### src/rtl/cdr_gain_scheduler.sv
// CDR loop-filter gain scheduler: judges lock from windowed bang-bang vote sums and
// steps gainsel ACQ -> SETTLE -> TRACK. Optional macro CDR_GAIN_OVERRIDE_EN adds a gain override.
module cdr_gain_scheduler #(
  parameter int         WIN_LOG2   = 6,
  parameter int         LOCK_THR   = 8,
  parameter int         LOCK_WINS  = 4,
  parameter int         UNLOCK_THR = 24,
  parameter logic [1:0] GAIN_ACQ   = 2'b11,
  parameter logic [1:0] GAIN_MID   = 2'b10,
  parameter logic [1:0] GAIN_TRK   = 2'b01
) (
  input  logic                       clk,
  input  logic                       reset,
  input  logic                       enable,
  input  logic                       pd_valid,
  input  logic [1:0]                 pd_err,
`ifdef CDR_GAIN_OVERRIDE_EN
  input  logic                       gain_ovr_en,
  input  logic [1:0]                 gain_ovr_val,
`endif
  output logic [1:0]                 gainsel,
  output logic                       lf_clear,
  output logic                       locked,
  output logic [2:0]                 state,
  output logic signed [WIN_LOG2+1:0] win_net
);

  localparam int ACC_W = WIN_LOG2 + 2;
  localparam int BAL_W = $clog2(LOCK_WINS + 1);
  localparam logic [WIN_LOG2-1:0] CNT_LAST     = {WIN_LOG2{1'b1}};
  localparam logic [ACC_W-1:0]    LOCK_THR_V   = ACC_W'(LOCK_THR);
  localparam logic [ACC_W-1:0]    UNLOCK_THR_V = ACC_W'(UNLOCK_THR);
  localparam logic [BAL_W-1:0]    LOCK_WINS_V  = BAL_W'(LOCK_WINS);

  typedef enum logic [2:0] {
    S_IDLE   = 3'd0,
    S_CLEAR  = 3'd1,
    S_ACQ    = 3'd2,
    S_SETTLE = 3'd3,
    S_TRACK  = 3'd4
  } state_e;

  state_e                  state_q, state_d;
  logic [WIN_LOG2-1:0]     cnt_q, cnt_d;
  logic signed [ACC_W-1:0] acc_q, acc_d;
  logic [BAL_W-1:0]        bal_q, bal_d;
  logic signed [ACC_W-1:0] win_net_q, win_net_d;
  logic [1:0]              gainsel_q, gainsel_d;
  logic                    lf_clear_q, lf_clear_d;
  logic                    locked_q, locked_d;

  logic signed [ACC_W-1:0] vote_s, net_s;
  logic [ACC_W-1:0]        net_abs_s;
  logic                    running_s, win_end_s, balanced_s, unlock_s;
  logic [BAL_W-1:0]        bal_next_s;
  logic [1:0]              fsm_gain_s;

  function automatic logic signed [ACC_W-1:0] decode_vote(input logic [1:0] err);
    logic signed [ACC_W-1:0] v;
    case (err)
      2'b01:   v = ACC_W'(1);
      2'b11:   v = '1;
      default: v = '0;
    endcase
    return v;
  endfunction

  assign vote_s     = decode_vote(pd_err);
  assign net_s      = acc_q + vote_s;
  assign net_abs_s  = net_s[ACC_W-1] ? $unsigned(-net_s) : $unsigned(net_s);
  assign running_s  = (state_q == S_ACQ) || (state_q == S_SETTLE) || (state_q == S_TRACK);
  assign win_end_s  = running_s && pd_valid && (cnt_q == CNT_LAST);
  assign balanced_s = (net_abs_s <= LOCK_THR_V);
  assign unlock_s   = (net_abs_s > UNLOCK_THR_V);
  // Balanced-window run length after this window, saturating at LOCK_WINS.
  assign bal_next_s = !balanced_s ? '0 :
                      (bal_q == LOCK_WINS_V) ? bal_q : (bal_q + BAL_W'(1));

  // Next state and registered-output decode; loss of enable overrides any window result.
  always_comb begin
    state_d    = state_q;
    fsm_gain_s = 2'b00;
    lf_clear_d = 1'b0;
    locked_d   = 1'b0;
    gainsel_d  = 2'b00;
    case (state_q)
      S_IDLE:   state_d = S_CLEAR;
      S_CLEAR:  state_d = S_ACQ;
      S_ACQ:    if (win_end_s && (bal_next_s == LOCK_WINS_V)) state_d = S_SETTLE;
                else state_d = S_ACQ;
      S_SETTLE: if (win_end_s && (bal_next_s == LOCK_WINS_V)) state_d = S_TRACK;
                else state_d = S_SETTLE;
      S_TRACK:  if (win_end_s && unlock_s) state_d = S_ACQ;
                else state_d = S_TRACK;
      default:  state_d = S_IDLE;
    endcase
    if (!enable) begin
      state_d = S_IDLE;
    end else begin
      state_d = state_d;
    end
    case (state_d)
      S_CLEAR:  begin fsm_gain_s = GAIN_ACQ; lf_clear_d = 1'b1; end
      S_ACQ:    fsm_gain_s = GAIN_ACQ;
      S_SETTLE: fsm_gain_s = GAIN_MID;
      S_TRACK:  begin fsm_gain_s = GAIN_TRK; locked_d = 1'b1; end
      default:  fsm_gain_s = 2'b00;
    endcase
`ifdef CDR_GAIN_OVERRIDE_EN
    if (gain_ovr_en && (state_d != S_IDLE)) begin
      gainsel_d = gain_ovr_val;
    end else begin
      gainsel_d = fsm_gain_s;
    end
`else
    gainsel_d = fsm_gain_s;
`endif
  end

  // Window counter, accumulator, balanced-run counter and captured window sum.
  always_comb begin
    cnt_d     = cnt_q;
    acc_d     = acc_q;
    bal_d     = bal_q;
    win_net_d = win_net_q;
    if (!enable || !running_s) begin
      cnt_d = '0;
      acc_d = '0;
      bal_d = '0;
    end else begin
      if (pd_valid) begin
        cnt_d = cnt_q + WIN_LOG2'(1);
        acc_d = win_end_s ? '0 : net_s;
      end else begin
        cnt_d = cnt_q;
        acc_d = acc_q;
      end
      if (win_end_s) begin
        win_net_d = net_s;
        bal_d     = bal_next_s;
      end else begin
        win_net_d = win_net_q;
        bal_d     = bal_q;
      end
      if (state_d != state_q) begin
        bal_d = '0;
      end else begin
        bal_d = bal_d;
      end
    end
  end

  // State and output registers.
  always_ff @(posedge clk or posedge reset) begin
    if (reset) begin
      state_q    <= S_IDLE;
      cnt_q      <= '0;
      acc_q      <= '0;
      bal_q      <= '0;
      win_net_q  <= '0;
      gainsel_q  <= 2'b00;
      lf_clear_q <= 1'b0;
      locked_q   <= 1'b0;
    end else begin
      state_q    <= state_d;
      cnt_q      <= cnt_d;
      acc_q      <= acc_d;
      bal_q      <= bal_d;
      win_net_q  <= win_net_d;
      gainsel_q  <= gainsel_d;
      lf_clear_q <= lf_clear_d;
      locked_q   <= locked_d;
    end
  end

  assign state    = state_q;
  assign gainsel  = gainsel_q;
  assign lf_clear = lf_clear_q;
  assign locked   = locked_q;
  assign win_net  = win_net_q;

endmodule

### config.mk
export PLATFORM = sky130hd
export DESIGN_NAME = cdr_gain_scheduler
export DESIGN_NICKNAME = d
export VERILOG_FILES = /design/src/rtl/cdr_gain_scheduler.sv
export SDC_FILE = /design/constraint.sdc
export NUM_CORES = 1
export LEC_CHECK = 0
export BUFFER_PORTS_ARGS = -buffer_cell sky130_fd_sc_hd__buf_2
export CAP_MARGIN = 40
export CELL_PAD_IN_SITES_DETAIL_PLACEMENT = 0
export CELL_PAD_IN_SITES_GLOBAL_PLACEMENT = 1
export CORE_UTILIZATION = 41
export DETAILED_ROUTE_END_ITERATION = 6
export PLACE_DENSITY_LB_ADDON = 0.2
export SLEW_MARGIN = 0
export SYNTH_ARGS = -nofsm -noshare
export SYNTH_HDL_FRONTEND = slang
export SYNTH_SLANG_ARGS = --single-unit
### constraint.sdc
create_clock -name clk -period 2.7 [get_ports clk]
set_input_delay 0.54 -clock clk [delete_from_list [all_inputs] [get_ports clk]]
set_output_delay 0.54 -clock clk [all_outputs]
set_load 0.005 [all_outputs]
==> impl_results.md <==
* Status: complete, but fails checks
* Violated checks: negative setup slack
* Pre-Repair DR Iteration Count at 4
* R2R Setup Slk at -0.15 ns
* Critical Path RT at 2.87 ns
* Worst r2r src: acc_q[1]
* CP startpoint: acc_q[1]
* Largest net degree at the start of global routing at 33
* Dominant synthesized flop cell: dfrtp_1
* Net Sw Frac at approximately 30%
* Clock power frac at between 30% and 40%
* Antenna violations before repair at 0
* Slew HR at slightly below 60%
* Syn avg cell area at about 9.3 sq um
* End of the worst register-to-register path: gainsel[0]
* First-pass GRT wire length at about 8.5 mm
* Number of buffers added on ports at 20
* Post-Place Cells at approximately 350
* Initial core utilization at about 44%
* H-Tree Depth at 2
* Number of max-cap violations at 0
* Netlist cell types at 61
* Crit path cell chain: xnor2_2 -> ha_4 -> nor4bb_4 -> or3_4 -> a2111oi_1 -> a221oi_2 -> a211oi_2 -> o31ai_4 -> a221o_1
* Initial DRC Count at 63
* Clock skew at ~0.0082 ns
* Final WS setup at -0.1466 ns
* Lkg Pwr at roughly 1.3 nW
* Placed instance area at 2634 sq um
* #FFs+latches synth at 32
* CTS buffer count at 5
* Power Dens Cells at roughly 390 nW/um^2
* Register Area at 802.0 sq um
* VDD IR-drop max at roughly 0.27 mV
* Worst path max stage delay at approximately 0.47 ns
* Fmax at 351.3 MHz
* Post-CTS Hold Fix Bufs at 0
* Most common cell after layout, fill and taps aside: buf_4
* Final Critical Period at 2.847 ns
* Final Cell Area at 2898 sq um
* Row cnt at 25
* Post-DP HPWL at roughly 3.7 mm
* Post-synthesis cell area at around 2100 sq um
* Crit Path Class: reg2reg
* GR peak layer: met1
* Worst setup path endpoint: gainsel[0]
* Root buffer cell: clkbuf_8
* Clk sinks at 32
* Fillcell total at 430
* Maximum root-to-sink buffer count at 2
* Crit-path max FO at 6
* CTS tree: yes
* Final nets at approximately 310
* GRT Total Usage at approximately 21%
* Post-synth EDFFs at 0
* Most frequent cells in the layout: 48 x buf_4, 31 x dfrtp_1, 26 x nand2_1
* DIE AREA at between 5000 and 6000 sq um
* Sequential share of the synthesized area at between 30 and 40%
* Min-delay worst type: in2async
* Post-Layout Cell Count at ~360
* Int Pwr at ~0.0008 W
* Async SR Flop Fraction at between 90% and 100%
* Worst path slowest cell: a2111oi_1
* GRT Residual Overflow at 0
* Tcrit/Tclk final at 105.4%
* Worst setup SP type: flip-flop
* M2 GR Usage at 30.61%
* Routed Antenna Nets at 0
* DRC viols at 0
* IO Count at 21
* Average wire per standard cell at 14.20 um
* Yosys warns at 0
* Part of the power in combinational logic at a little under a quarter
* Final Hold Fails at 0
* Worst reg-to-reg path cell count at 9
* Reg clk slew, reported paths at approximately 0.07 ns
* Met3 Use GR at under 10%
* Total negative slack at -0.8485 ns
* Worst Tran Pin Value at 0.6103 ns
* Fraction of layout cells with a size suffix above 1 at between 40% and 50%
* Die Span X at 74.26 um
* Hold WS at roughly 0.33 ns
* GPL Wtd Cong at 0.8084
* Syn Nets at approximately 240
* CP arrival at 3.02 ns
* CP Capture Type: flip-flop
* Layout area overhead at 35.36%
* Die Ht at between 70 and 80 um
* Vias at around 1.9k
* Routed WL at a little over 5 mm
* Core box area at between 4000 and 5000 sq um
* Clk_lat worst skew at around 0.29 ns
* Slew Viols, Final at 0
* Seq pwr share at 44.5%
* Switching power of the nets at 0.0003372 W
* # diodes at 0
* Vias/cell at between 5 and 6
* Area of the multi-input gates at 1409 sq um
* RSZ-0062 raised after global routing: yes
* GR Layer Usage met1 at 30.79%
* Synthesized instance count at 231
* Setup violators final at 9
* Dpl ws at -0.4841 ns
* Vias in the first global route at 1767
==> how the worst min path moves through the flow <==
stage | from | endpoint | depth (start not counted)
after floorplan | acc_q[0] | acc_q[0] | 2
after global placement | win_net[1] | win_net[1] | 2
after detailed placement | win_net[2] | win_net[2] | 2
after CTS | reset | acc_q[1] | 3
after global routing | reset | acc_q[6] | 3
final | reset | acc_q[4] | 3
==> worst max-delay path, delay by kind of cell (launching register included) <==
family / cells / cell delay [ns]
AND/OR/NAND/NOR: 2 / 0.45
flip-flops: 1 / 0.44
AO/OA/AOI/OAI: 5 / 1.42
XOR/XNOR: 1 / 0.22
adder cells (fa/ha/maj): 1 / 0.20
==> state kept, by name, indices dropped and copies added (netlist names) <==
| register | flops |
|---|---|
| acc_q | 8 |
| win_net | 8 |
| cnt_q | 6 |
| bal_q | 3 |
| state | 3 |
| gainsel | 2 |
| lf_clear | 1 |
| locked | 1 |
==> power by group through the flow <==
stage / clock [W] / combinational [W] / sequential (W)
6_report: 0.000366 / 0.000265 / 0.000505
4_1_cts: 0.000378 / 0.000242 / 0.000505
2_1_floorplan: 0 / 0.000150 / 0.000509
3_5_place_dp: 0 / 0.000233 / 0.000514
3_3_place_gp: 0 / 0.000234 / 0.000513
5_1_grt: 0.000391 / 0.000294 / 0.000506
==> cells in the mapped netlist, types with 4 or more instances <==
master | number | area share [%]
a21oi_1 | 6 | 1.4
nand3_1 | 5 | 1.2
inv_1 | 10 | 1.8
a31oi_1 | 5 | 1.5
xnor2_1 | 5 | 2.0
dfrtp_1 | 32 | 37
nand2_1 | 28 | 4.9
xor2_1 | 7 | 2.9
ha_1 | 7 | 4.1
mux2_2 | 4 | 2.1
clkbuf_1 | 6 | 1.1
nor2_1 | 19 | 3.3
nand4_1 | 5 | 1.5
o21ai_0 | 19 | 4.4
==> routing by layer <==
layer / wire length [um] / vias to the layer above
met4: 59 / 0
li1: - / 968
met2: 2299 / 22
met1: 2694 / 910
met5: 0 / -
met3: 100 / 5
==> per-stage QoR <==
step / utilization, % / total power [W]
global placement: 53.97 / 0.0007478
finish: 59.38 / 0.001135
CTS: 56.64 / 0.001125
floorplan: - / 0.0006588
detailed placement: 53.97 / 0.0007469
global route: 59.38 / 0.001191
==> area by class of cell <==
class                   count  share of cell area [%]
multi-input cells         177                   48.62
flip-flops and latches     32                   27.68
repair buffers             69                   16.49
well taps                  67                   2.893
clock buffers               5                   2.375
inverters                  10                   1.295
clock inverters             3                  0.6477
==> cells by family after synthesis <==
logic type,after synthesis,share of synthesized area [%]
AO/OA/AOI/OAI,64,22.56
XOR/XNOR,12,4.909
adder cells (fa/ha/maj),7,4.091
buffers and inverters,22,6.195
flip-flops,32,37.41
multiplexers,6,3.039
AND/OR/NAND/NOR,88,21.80
==> what timing repair did <==
item / 4_1_cts / 5_1_grt
pin swaps: 8 / 20
setup endpoints to repair: 9 / 9
buffers inserted: 1 / 7
cloned: 0 / 0
resized for setup: 6 / 21
Note: power is estimated with default switching activity, not from simulation.
